===== src/rtl/gate_sweep_ctrl.sv =====
// Self-test sequencer for the two-input basic-gate unit: sweeps a/b through 00..11,
// waits a settle time per vector, and checks the seven gate outputs against a truth table.
module gate_sweep_ctrl #(
    parameter int SETTLE_CYCLES = 2
) (
    input  logic       clk,
    input  logic       rst_n,
    input  logic       start,
    input  logic       abort,
    input  logic [6:0] gate_out,
    output logic       a,
    output logic       b,
    output logic       busy,
    output logic       done,
    output logic       pass,
    output logic [2:0] err_count,
    output logic [1:0] first_fail_vec,
    output logic [6:0] first_fail_mask
);

    localparam int CW = (SETTLE_CYCLES > 1) ? $clog2(SETTLE_CYCLES + 1) : 1;
    localparam logic [CW-1:0] CNT_LAST = CW'(SETTLE_CYCLES - 1);

    typedef enum logic [1:0] {
        IDLE,
        SETTLE,
        CHECK,
        DONE
    } state_t;

    state_t        state, state_next;
    logic [1:0]    vec, vec_next;
    logic [CW-1:0] cnt, cnt_next;
    logic [2:0]    err_count_next;
    logic          pass_next;
    logic [1:0]    first_fail_vec_next;
    logic [6:0]    first_fail_mask_next;
    logic [6:0]    expected;
    logic [6:0]    diff;

    // Expected {and,or,nand,nor,xor,xnor,not} for the vector currently driven.
    always_comb begin
        unique case (vec)
            2'b00:   expected = 7'b0011011;
            2'b01:   expected = 7'b0110101;
            2'b10:   expected = 7'b0110100;
            default: expected = 7'b1100010;
        endcase
    end

    assign diff = gate_out ^ expected;

    // NOTE: every signal written here gets a default first so no path leaves it
    // unassigned; a missing default would infer a latch.
    always_comb begin
        state_next           = state;
        vec_next             = vec;
        cnt_next             = cnt;
        err_count_next       = err_count;
        pass_next            = pass;
        first_fail_vec_next  = first_fail_vec;
        first_fail_mask_next = first_fail_mask;

        unique case (state)
            IDLE: begin
                if (start && !abort) begin
                    state_next           = SETTLE;
                    vec_next             = 2'b00;
                    cnt_next             = '0;
                    err_count_next       = 3'd0;
                    pass_next            = 1'b0;
                    first_fail_vec_next  = 2'b00;
                    first_fail_mask_next = 7'd0;
                end
            end
            SETTLE: begin
                if (abort) begin
                    state_next = IDLE;
                    vec_next   = 2'b00;
                    pass_next  = 1'b0;
                end else if (cnt == CNT_LAST) begin
                    state_next = CHECK;
                end else begin
                    cnt_next = cnt + 1'b1;
                end
            end
            CHECK: begin
                if (abort) begin
                    state_next = IDLE;
                    vec_next   = 2'b00;
                    pass_next  = 1'b0;
                end else begin
                    if (diff != 7'd0) begin
                        err_count_next = err_count + 3'd1;
                        if (err_count == 3'd0) begin
                            first_fail_vec_next  = vec;
                            first_fail_mask_next = diff;
                        end
                    end
                    if (vec == 2'b11) begin
                        state_next = DONE;
                        // Verdict uses the count including this final check.
                        pass_next  = (err_count_next == 3'd0);
                    end else begin
                        state_next = SETTLE;
                        vec_next   = vec + 2'b01;
                        cnt_next   = '0;
                    end
                end
            end
            default: begin
                state_next = IDLE;
                vec_next   = 2'b00;
            end
        endcase
    end

    // NOTE: reset is sampled on the clock edge (synchronous), and all state uses
    // non-blocking assignments so every register updates from pre-edge values.
    always_ff @(posedge clk) begin
        if (!rst_n) begin
            state           <= IDLE;
            vec             <= 2'b00;
            cnt             <= '0;
            err_count       <= 3'd0;
            pass            <= 1'b0;
            first_fail_vec  <= 2'b00;
            first_fail_mask <= 7'd0;
        end else begin
            state           <= state_next;
            vec             <= vec_next;
            cnt             <= cnt_next;
            err_count       <= err_count_next;
            pass            <= pass_next;
            first_fail_vec  <= first_fail_vec_next;
            first_fail_mask <= first_fail_mask_next;
        end
    end

    assign a    = vec[1];
    assign b    = vec[0];
    assign busy = (state == SETTLE) || (state == CHECK);
    assign done = (state == DONE);

endmodule


===== config.mk =====
export PLATFORM = sky130hd
export DESIGN_NAME = gate_sweep_ctrl
export DESIGN_NICKNAME = d
export VERILOG_FILES = /design/src/rtl/gate_sweep_ctrl.sv
export SDC_FILE = /design/constraint.sdc
export NUM_CORES = 1
export LEC_CHECK = 0
export ABC_AREA = 1
export BUFFER_PORTS_ARGS = -buffer_cell sky130_fd_sc_hd__buf_2
export CAP_MARGIN = 15
export CORE_MARGIN = 5
export CORE_UTILIZATION = 58
export CTS_CLUSTER_DIAMETER = 40
export DETAILED_ROUTE_END_ITERATION = 16
export GPL_TIMING_DRIVEN = 0
export PLACE_DENSITY = 0.84
export SKIP_LAST_GASP = 1
export SYNTH_ARGS = -nofsm -noshare
export SYNTH_HDL_FRONTEND = slang
export SYNTH_SLANG_ARGS = --single-unit

===== constraint.sdc =====
create_clock -name clk -period 3.77 [get_ports clk]
set_input_delay 0.377 -clock clk [delete_from_list [all_inputs] [get_ports clk]]
set_output_delay 0.377 -clock clk [all_outputs]
set_load 0.1 [all_outputs]

### Yosys cells after proc, flatten, opt, wreduce, memory -nomap -nowiden

Cells that the tools add are included.
W data, S select, Z words.

| word-level totals | value |
|---|---|
| register bits | 19 |
| bits in latches | 0 |
| RAM bits | 0 |
| bits in read-only memories | 0 |
| output and inout port bits | 17 |
| word-level logic and storage cells | 82 |
| memories | 0 |

| cells by class | value |
|---|---|
| $add $sub $neg | 3 |
| multiply operators | 0 |
| div/mod/pow operators | 0 |
| order comparisons | 0 |
| eq/ne operators | 18 |
| shift-type cells | 0 |
| muxes and demuxes | 37 |
| bitwise logic cells | 1 |
| reduce and logical (&&, ||, !) cells | 16 |

Operators by type and width:

| operator | count |
|---|---|
| $mux W2 | 16 |
| $mux W7 | 4 |
| $pmux W7 S3 | 1 |
| $pmux W2 S3 | 3 |
| $ne A2 B2 Y1 const B | 8 |
| $mux W3 | 5 |
| $pmux W7 S2 | 1 |
| $ne A3 B3 Y1 const B | 3 |
| $eq A2 B2 Y1 const B | 4 |
| $reduce_bool A7 Y1 | 1 |
| $xor A7 B7 Y7 | 1 |
| $eq A2 B1 Y1 const B | 3 |
| $logic_not A3 Y1 | 2 |
| $pmux W3 S2 | 1 |
| $reduce_and A3 Y1 | 2 |
| $reduce_and A6 Y1 | 1 |
| $reduce_and A5 Y1 | 1 |
| $add A2 B1 Y2 const B | 2 |
| $logic_not A2 Y1 | 2 |
| $mux W1 | 4 |
| $pmux W2 S2 | 1 |
| $reduce_and A4 Y1 | 1 |
| $add A3 B1 Y3 const B | 1 |
| $pmux W1 S3 | 1 |
| 6 further kinds | 6 |

### Logic depth before layout (Yosys ltp)

Gate-level depths: netlist of run 1.

| logic depth | value |
|---|---|
| depth in word-level cells | 11 |
| gate-level depth with buffers | 14 |
| depth with buffers taken out | 14 |

### Worst setup path before layout of run 1

OpenSTA, ideal clock, no wires.

| timing path | value |
|---|---|
| path type | flip-flop to flip-flop |
| start point | register vec[1] |
| end point | register pass |
| setup time | 0.129 ns |
| arrival time | 2.341 ns |
| required time | 3.641 ns |
| path slack | 1.300 ns |
| stages on the path, launching flop included | 15 |
| buffers on the path | 0 |
| clock period less this slack | 2.470 ns |
| cells stage by stage | dfxtp_1 -> inv_1 -> ha_1 -> inv_1 -> nand2_1 -> nand2_1 -> nand2_2 -> nor2_8 -> nand2_4 -> nand2_1 -> nand2_1 -> nand2_1 -> nor2_1 -> nor2_1 -> nor2_1 |

| on the way | value |
|---|---|
| longest elaborated chain between the ends | 11 |
| elaborated cells between the ends (all ways) | 16 |
| those cells by class | 4 x eq/ne; 7 x mux; 1 x bitwise; 4 x reduce/logical |

Ends and longest elaborated chain:

| what | RTL line | text |
|---|---|---|
| start, declared | 32 | `logic [1:0] vec, vec_next;` |
| start signal, assigned | 131 | `vec <= vec_next;` |
| $eq A2 B2 Y1 (tied with other cells) | 43 | `unique case (vec)` |
| $pmux W7 S3 | 43 |  |
| $xor A7 B7 Y7 | 51 | `assign diff = gate_out ^ expected;` |
| $reduce_bool A7 Y1 | 93 | `if (diff != 7'd0) begin` |
| $mux W3 | 93 |  |
| $mux W3 | 88 | `if (abort) begin` |
| $mux W3 | 64 | `unique case (state)` |
| $logic_not A3 Y1 | 103 | `pass_next = (err_count_next == 3'd0);` |
| $mux W1 | 100 | `if (vec == 2'b11) begin` |
| $mux W1 | 88 |  |
| $pmux W1 S3 | 64 |  |
| end signal, assigned | 134 | `pass <= pass_next;` |
| end, declared | 15 | `output logic pass,` |

Several ways; a longest one is shown, not always the timed one. The select of a mux whose other input is x is not followed.
A chain may end at the register's enable or synchronous reset.

### Final worst setup path of run 1

| timing path | value |
|---|---|
| start point | register vec[0] |
| end point | register pass |

Same word-level chain as after synthesis.

==> load_flow_metrics.sql, run 1 <==
INSERT INTO impl_metrics (metric_group, metric, value, unit) VALUES
('outcome', 'run_status', 'complete, no violations', ''),
('floorplan', 'die_area', '3390', 'µm²'),
('worst_setup_path', 'crit_path_start_kind', 'flop', ''),
('clock_tree', 'ctsResizeCount', '0', ''),
('timing', 'slew_headroom', '67.8', '%'),
('clock_tree', 'cts_made_buffers', '3', ''),
('cells_and_area', 'antennaDiodeCount', '0', ''),
('synthesis', 'postSynthNetCount', '215', ''),
('synthesis', 'synthMuxAreaShare', '0', '%'),
('worst_setup_path', 'rr_endpoint', 'pass', ''),
('timing', 'slew_viol_final', '0', ''),
('synthesis', 'synth.top_cell.area_share', '28.2', '%'),
('worst_setup_path', 'timing.rr.start', 'vec[0]', ''),
('worst_setup_path', 'critPathLaunch', 'vec[0]', ''),
('timing', 'hold_ws', '0.429', 'ns'),
('drt', 'route.detailed.vias_per_inst', '5.16', ''),
('worst_setup_path', 'setup.worst_path.end_class', 'flop', ''),
('floorplan', 'coreArea', '2210', 'µm²'),
('drt', 'detail_route.drc_violations', '0', ''),
('synthesis', 'yosys.area_share.adder', '9.27', '%'),
('synthesis', 'summed_instance_area_of_the_synthesized_netlist', '1350', 'µm²'),
('global_route', 'antenna_found_initial', '0', ''),
('worst_setup_path', 'cp-endpoint', 'pass', ''),
('timing', 'layout_worst_path_cycle_share', '51.5', '%'),
('place', 'place_congestion', '0.902', ''),
('clock_tree', 'clock_sink_count', '19', ''),
('global_route', 'total_gr_overflow', '0', ''),
('synthesis', 'post_synth_xor_area_fraction', '0.649', '%'),
('timing', 'fin_crit', '1.94', 'ns'),
('worst_setup_path', 'critical_path_required', '3.97', 'ns'),
('place', 'port_buffers', '27', ''),
('synthesis', 'ys_ff_latch', '19', ''),
('synthesis', 'syn-instance-count', '194', ''),
('drt', 'route.final.wire_length', '2.96', 'mm'),
('cells_and_area', 'fin_nets', '247', ''),
('place', 'dp_hpwl', '2.44', 'mm'),
('global_route', 'vias_in_the_first_global_route', '1318', ''),
('clock_tree', 'cts_root_buf', 'sky130_fd_sc_hd__clkbuf_4', ''),
('synthesis', 'synth-seq-area-share', '28.2', '%'),
('clock_tree', 'cts_max_level', '1', ''),
('drt', 'dr.pass1.iters', '5', ''),
('global_route', 'grt_first_pass_wirelength', '5.33', 'mm'),
('synthesis', 'count_of_different_cell_masters_after_synthesis', '26', ''),
('power_and_ir_drop', 'p_leak', '0.797', 'nW'),
('synthesis', 'post_synth_and_or_nand_nor_area_fraction', '38.7', '%'),
('cells_and_area', 'syn2layout_area_growth', '14.6', '%'),
('job', 'drv_cap', '0', ''),
('clock_tree', 'cts_tree', 'done', ''),
('timing', 'fmax', '0.515', 'GHz'),
('synthesis', 'post-synth-top-area-cell', 'sky130_fd_sc_hd__dfxtp_1', ''),
('floorplan', 'floorplan.initialDensity', '61.0', '%'),
('hold_path', 'worst_hold_path_type', 'input port to flop', ''),
('drt', 'routed-via-count', '1306', ''),
('timing', 'skew', '0.00468', 'ns'),
('synthesis', 'async_reset_ff_share', '0', '%'),
('power_and_ir_drop', 'power_density', '321', 'nW/µm²'),
('cells_and_area', 'drive_above_1_share', '27.1', '%'),
('clock_tree', 'clk_latency', '0.31', 'ns'),
('drt', 'post_drt_wl_per_cell', '11.7', 'µm'),
('worst_setup_path', 'worst-setup-path-type', 'flop to flop', ''),
('drt', 'drt_iter0_markers', '31', ''),
('floorplan', 'floorplan.die.height', '58.2', 'µm'),
('worst_setup_path', 'r2r.worst_path.cells', '14', ''),
('drt', 'final_antenna_net_count', '0', ''),
('power_and_ir_drop', 'worst_ir_drop_vdd', '0.000289', 'V'),
('synthesis', 'synth_top_family_by_area', 'simple AND/OR/NAND/NOR gates', ''),
('synthesis', 'top_cells_by_count_synth', '51 x sky130_fd_sc_hd__nand2_1, 32 x sky130_fd_sc_hd__inv_1, 19 x sky130_fd_sc_hd__dfxtp_1, 16 x sky130_fd_sc_hd__a21oi_1', ''),
('worst_setup_path', 'timing.critical_path.arrival', '2.14', 'ns'),
('global_route', 'grt_max_degree', '12', ''),
('global_route', 'gr-usage-all-layers', '19.9', '%'),
('clock_tree', 'cts.repair_timing.setup_buffer_count', '0', '');
-- worst max-delay path: stages (launching register included) --
cell,delay (ns)
sky130_fd_sc_hd__dfxtp_1,0.47
sky130_fd_sc_hd__inv_1,0.07
sky130_fd_sc_hd__ha_1,0.32
sky130_fd_sc_hd__inv_1,0.09
sky130_fd_sc_hd__nand2_1,0.05
sky130_fd_sc_hd__nand2_1,0.10
sky130_fd_sc_hd__nand2_2,0.11
sky130_fd_sc_hd__nor2_8,0.16
sky130_fd_sc_hd__nand2_4,0.09
sky130_fd_sc_hd__nand2_1,0.08
sky130_fd_sc_hd__nand2_1,0.06
sky130_fd_sc_hd__nand2_1,0.06
sky130_fd_sc_hd__nor2_1,0.04
sky130_fd_sc_hd__nor2_1,0.08
sky130_fd_sc_hd__nor2_1,0.04
-- where the power goes --
group          switching [mW]  internal (mW)
logic                   0.124         0.0477
clock network          0.0685         0.0397
registers             0.00639          0.210
total                   0.199          0.297
-- stage by stage --
step	util [%]	total power, mW	cells	setup WS (ns)	area (µm²)
6_report	70.0	0.496	253	1.83	1550
2_1_floorplan	-	0.357	194	1.30	1350
3_3_place_gp	68.7	0.383	249	1.92	1520
5_1_grt	70.0	0.532	253	1.63	1550
4_1_cts	70.0	0.498	253	1.83	1550
3_5_place_dp	68.7	0.392	249	1.85	1520
-- flip-flops by register name, indices dropped and copies added, names as in the netlist --
register / cells
first_fail_mask: 7
err_count: 3
cnt: 2
first_fail_vec: 2
state: 2
vec: 2
pass: 1
-- cells by family (layout without fill, tap and decap cells) --
logic type,count (synthesis),in the layout
adders and majority gates,10,10
and+or+nand+nor,98,98
AOI/OAI and AO/OA,26,26
DFF,19,19
buffers and inverters,40,71
xor gates and xnor gates,1,1
-- final cells by class --
class / count / area [µm²] / area share, %
buffer: 2 / 15.0 / 0.970
tap: 28 / 35.0 / 2.26
timing repair buffer: 27 / 135 / 8.73
multi-input combinational: 135 / 812 / 52.5
clock buffer: 3 / 22.5 / 1.46
inverter: 38 / 143 / 9.22
sequential: 19 / 380 / 24.6
clock inverter: 1 / 5.00 / 0.323
-- layout by cell type (no fill, tap or decap), types with 4 or more instances in the layout --
cell type	netlist	routed
sky130_fd_sc_hd__nor2_2	4	4
sky130_fd_sc_hd__nor2_4	4	4
sky130_fd_sc_hd__a21oi_1	16	16
sky130_fd_sc_hd__nor2_1	12	12
sky130_fd_sc_hd__inv_1	32	32
sky130_fd_sc_hd__nand2_2	6	6
sky130_fd_sc_hd__ha_1	10	10
sky130_fd_sc_hd__nand3_1	12	12
sky130_fd_sc_hd__nand2_1	51	51
sky130_fd_sc_hd__o21ai_0	4	4
sky130_fd_sc_hd__inv_2	5	5
sky130_fd_sc_hd__dfxtp_1	19	19
sky130_fd_sc_hd__buf_2	0	27
-- worst min path at each step --
stage                     slack (ns)          startpoint                  to  depth (start not counted)
after floorplan                 0.44              cnt[1]              cnt[1]                          2
after CTS                       0.44               rst_n   first_fail_vec[1]                          3
final                           0.43               rst_n  first_fail_mask[5]                          3
after global placement          0.45   first_fail_vec[1]   first_fail_vec[1]                          2
after global routing            0.46               rst_n   first_fail_vec[1]                          3
after detailed placement        0.45  first_fail_mask[3]  first_fail_mask[3]                          2
-- per-layer routing --
| metal | global-route usage, % | vias to the layer above | wire [µm] |
|---|---|---|---|
| li1 | - | 661 | - |
| met1 | 21.0 | 595 | 1110 |
| met2 | 36.6 | 39 | 1550 |
| met3 | 4.01 | 11 | 207 |
| met4 | 10.9 | 0 | 93 |
| met5 | 0 | - | 0 |
Power figures use the tool's default switching activity.
==> run 2, diff against run 1 <==
--- a/config.mk
+++ b/config.mk
@@ -9,11 +9,11 @@
 export BUFFER_PORTS_ARGS = -buffer_cell sky130_fd_sc_hd__buf_2
 export CAP_MARGIN = 15
 export CORE_MARGIN = 5
-export CORE_UTILIZATION = 58
+export CORE_UTILIZATION = 54
 export CTS_CLUSTER_DIAMETER = 40
 export DETAILED_ROUTE_END_ITERATION = 16
 export GPL_TIMING_DRIVEN = 0
-export PLACE_DENSITY = 0.84
+export PLACE_DENSITY = 0.79
 export SKIP_LAST_GASP = 1
 export SYNTH_ARGS = -nofsm -noshare
 export SYNTH_HDL_FRONTEND = slang
==> constraint.sdc (replaced) <==
create_clock -name clk -period 2 [get_ports clk]
set_input_delay 0.2 -clock clk [delete_from_list [all_inputs] [get_ports clk]]
set_output_delay 0.2 -clock clk [all_outputs]
set_load 0.1 [all_outputs]
==> run 2 against run 1 <==
Against the previous run: critical endpoint is now first_fail_mask[0]; setup slack got worse by 1.6 ns; first-iteration DRC count rose by 42%; routed wire length fell by 12%; combinational power rose by 86%; clock power rose by 78%; sequential power rose by 88%; critical path depth fell by 5; worst hold slack got worse by 0.14 ns.
==> load_flow_metrics.sql, run 2 (synthesis results as in run 1) <==
INSERT INTO impl_metrics (metric_group, metric, value, unit) VALUES
('outcome', 'run_status', 'complete, no violations', ''),
('worst_setup_path', 'crit_path_start_kind', 'flop', ''),
('drt', 'routed-via-count', '1220', ''),
('clock_tree', 'cts_root_buf', 'sky130_fd_sc_hd__clkbuf_4', ''),
('timing', 'fmax', '0.558', 'GHz'),
('worst_setup_path', 'worst-setup-path-type', 'flop to flop', ''),
('worst_setup_path', 'setup.worst_path.end_class', 'flop', ''),
('global_route', 'vias_in_the_first_global_route', '1068', ''),
('power_and_ir_drop', 'p_leak', '0.797', 'nW'),
('job', 'drv_cap', '0', ''),
('timing', 'timing_hold_violations_final', '0', ''),
('power_and_ir_drop', 'proportion_of_power_drawn_by_combinational_gates', '34.9', '%'),
('place', 'dp_worst_setup_slack', '0.180', 'ns'),
('timing', 'tightest_slew', '0.494', 'ns'),
('timing', 'slew_headroom', '67.0', '%'),
('clock_tree', 'cts.reportedPaths.clkPinSlew', '0.11', 'ns'),
('cells_and_area', 'layout_common_cells', '51 x sky130_fd_sc_hd__nand2_1, 32 x sky130_fd_sc_hd__inv_1, 27 x sky130_fd_sc_hd__buf_2', ''),
('worst_setup_path', 'critical-path-max-stage-delay', '0.40', 'ns'),
('floorplan', 'floorplan.initialDensity', '55.5', '%'),
('worst_setup_path', 'cpLargestDelayFamily', 'simple AND/OR/NAND/NOR gates', ''),
('timing', 'slew_viol_final', '0', ''),
('clock_tree', 'clk_latency', '0.29', 'ns'),
('worst_setup_path', 'crit_slowest_cell', 'sky130_fd_sc_hd__dfxtp_1', ''),
('power_and_ir_drop', 'sequentialPowerShare', '44.2', '%'),
('drt', 'route.detailed.vias_per_inst', '4.78', ''),
('timing', 'worst_case_setup_margin_in_the_final_layout', '0.209', 'ns'),
('clock_tree', 'cts_made_buffers', '3', ''),
('global_route', 'antenna_found_initial', '0', ''),
('worst_setup_path', 'timing.critical_path.cells', 'inv_1, ha_1, buf_6, nand2_1, o21ai_0, nor2_2, nand3_2, nand2_1, a21oi_2', ''),
('place', 'dp_hpwl', '2.17', 'mm'),
('cells_and_area', 'fin_nets', '247', ''),
('timing', 'report.final.setup_viol', '0', ''),
('drt', 'post_drt_wl_per_cell', '10.2', 'µm'),
('clock_tree', 'clock_sink_count', '19', ''),
('floorplan', 'coreArea', '2430', 'µm²'),
('floorplan', 'dieWidth', '60', 'µm'),
('place', 'dp.cells', '251', ''),
('worst_setup_path', 'critical_path_required', '2.17', 'ns'),
('power_and_ir_drop', 'power_density', '584', 'nW/µm²'),
('global_route', 'grt_first_pass_wirelength', '4.32', 'mm'),
('worst_setup_path', 'worst_path_most_repeated_cell', 'sky130_fd_sc_hd__nand2_1', ''),
('hold_path', 'whs_path_depth', '3', ''),
('cells_and_area', 'instances_no_fill', '255', ''),
('worst_setup_path', 'timing.critical_path.fanout_max', '9', ''),
('timing', 'unrepaired_setup_endpoints_after_global_routing', 'no', ''),
('drt', 'detail_route.drc_violations', '0', ''),
('power_and_ir_drop', 'power.share.clock', '20.9', '%'),
('clock_tree', 'cts_max_level', '1', ''),
('floorplan', 'placement_rows', '18', ''),
('cells_and_area', 'syn2layout_area_growth', '16.2', '%'),
('timing', 'layout_worst_path_cycle_share', '89.6', '%'),
('timing', 'skew', '0.00104', 'ns'),
('power_and_ir_drop', 'internal_power', '0.561', 'mW'),
('power_and_ir_drop', 'p_sw', '0.356', 'mW'),
('hold_path', 'worst_hold_path_type', 'input port to flop', ''),
('timing', 'fin_tns_setup', '0', 'ns'),
('floorplan', 'floorplan.die.height', '60', 'µm'),
('drt', 'route.final.wire_length', '2.60', 'mm'),
('timing', 'fin_crit', '1.79', 'ns'),
('cells_and_area', 'most_common_cell_after_layout_fill_and_taps_aside', 'sky130_fd_sc_hd__nand2_1', ''),
('cells_and_area', 'antennaDiodeCount', '0', ''),
('global_route', 'total_gr_overflow', '0', ''),
('worst_setup_path', 'number_of_stages_on_the_worst_setup_path', '9', ''),
('worst_setup_path', 'r2r.worst_path.cells', '9', ''),
('worst_setup_path', 'worstPathBufferInverterCount', '2', ''),
('clock_tree', 'ctsHoldBuffers', '0', ''),
('place', 'port_buffers', '27', ''),
('global_route', 'gr-usage-all-layers', '15.7', '%'),
('global_route', 'grt_max_degree', '11', ''),
('drt', 'final_antenna_net_count', '0', ''),
('power_and_ir_drop', 'worst_ir_drop_vdd', '0.000406', 'V'),
('cells_and_area', 'largest_reg_flops', '7', ''),
('cells_and_area', 'largest_registers', 'first_fail_mask x7, err_count x3', ''),
('drt', 'dr.pass1.iters', '4', ''),
('place', 'place_congestion', '0.869', ''),
('floorplan', 'io-pin-count', '28', ''),
('worst_setup_path', 'timing.critical_path.arrival', '1.96', 'ns'),
('cells_and_area', 'drive_above_1_share', '28.0', '%'),
('drt', 'drt_iter0_markers', '44', ''),
('power_and_ir_drop', 'power_switching_share', '38.8', '%'),
('clock_tree', 'cts_tree', 'done', ''),
('clock_tree', 'ctsLongestPathBuffers', '2', ''),
('floorplan', 'die_area', '3600', 'µm²'),
('cells_and_area', 'top_register', 'first_fail_mask', '');
run 2: area by class of cell:
type,count,area [µm²]
clock buffer,4,26.3
multi-input combinational,135,825
sequential,19,388
fill,253,863
timing repair buffer,27,135
tap,30,37.5
inverter,38,143
buffer,2,15.0
run 2: layer usage:
metal  GRT usage, %  share of wire, %  vias up
met1           20.4                47      524
li1               -                 -      666
met4           4.75               1.2        0
met5              0                 0        -
met3           2.81               4.6        4
met2           26.2                47       26
run 2: path summary, 6_finish.rpt:
path | slack [ns] | start | to
setup reg to reg | 0.21 | state[0] | first_fail_mask[0]
hold / removal | 0.29 | rst_n | err_count[2]
setup / recovery | 0.21 | state[0] | first_fail_mask[0]
hold reg to reg | 0.47 | first_fail_vec[0] | first_fail_vec[0]
run 2: repair_timing:
action | 4_1_cts | 5_1_grt
resized for setup | 0 | 1
setup endpoints to repair | 0 | 2
setup buffers | 0 | 0
run 2: worst min-delay path: stages:
cell and delay (ns):
sky130_fd_sc_hd__buf_2 0.10, sky130_fd_sc_hd__clkinv_1 0.18, sky130_fd_sc_hd__a21oi_1 0.06
run 2: power groups by stage:
stage                     Combinational, mW  Sequential, mW  Clock [mW]
after CTS                             0.323           0.405       0.199
after global routing                  0.354           0.408       0.212
after detailed placement              0.322           0.414           0
final                                 0.320           0.405       0.192
after global placement                0.314           0.414           0
after floorplan                       0.248           0.423           0
run 2: through the flow:
step | cell area (µm²) | power [mW] | hold slack [ns] | utilization (%)
floorplan | 1360 | 0.671 | 0.413 | -
global placement | 1530 | 0.727 | 0.456 | 62.9
detailed placement | 1530 | 0.737 | 0.457 | 62.9
CTS | 1560 | 0.927 | 0.286 | 64.0
global route | 1570 | 0.974 | 0.304 | 64.5
finish | 1570 | 0.916 | 0.286 | 64.5
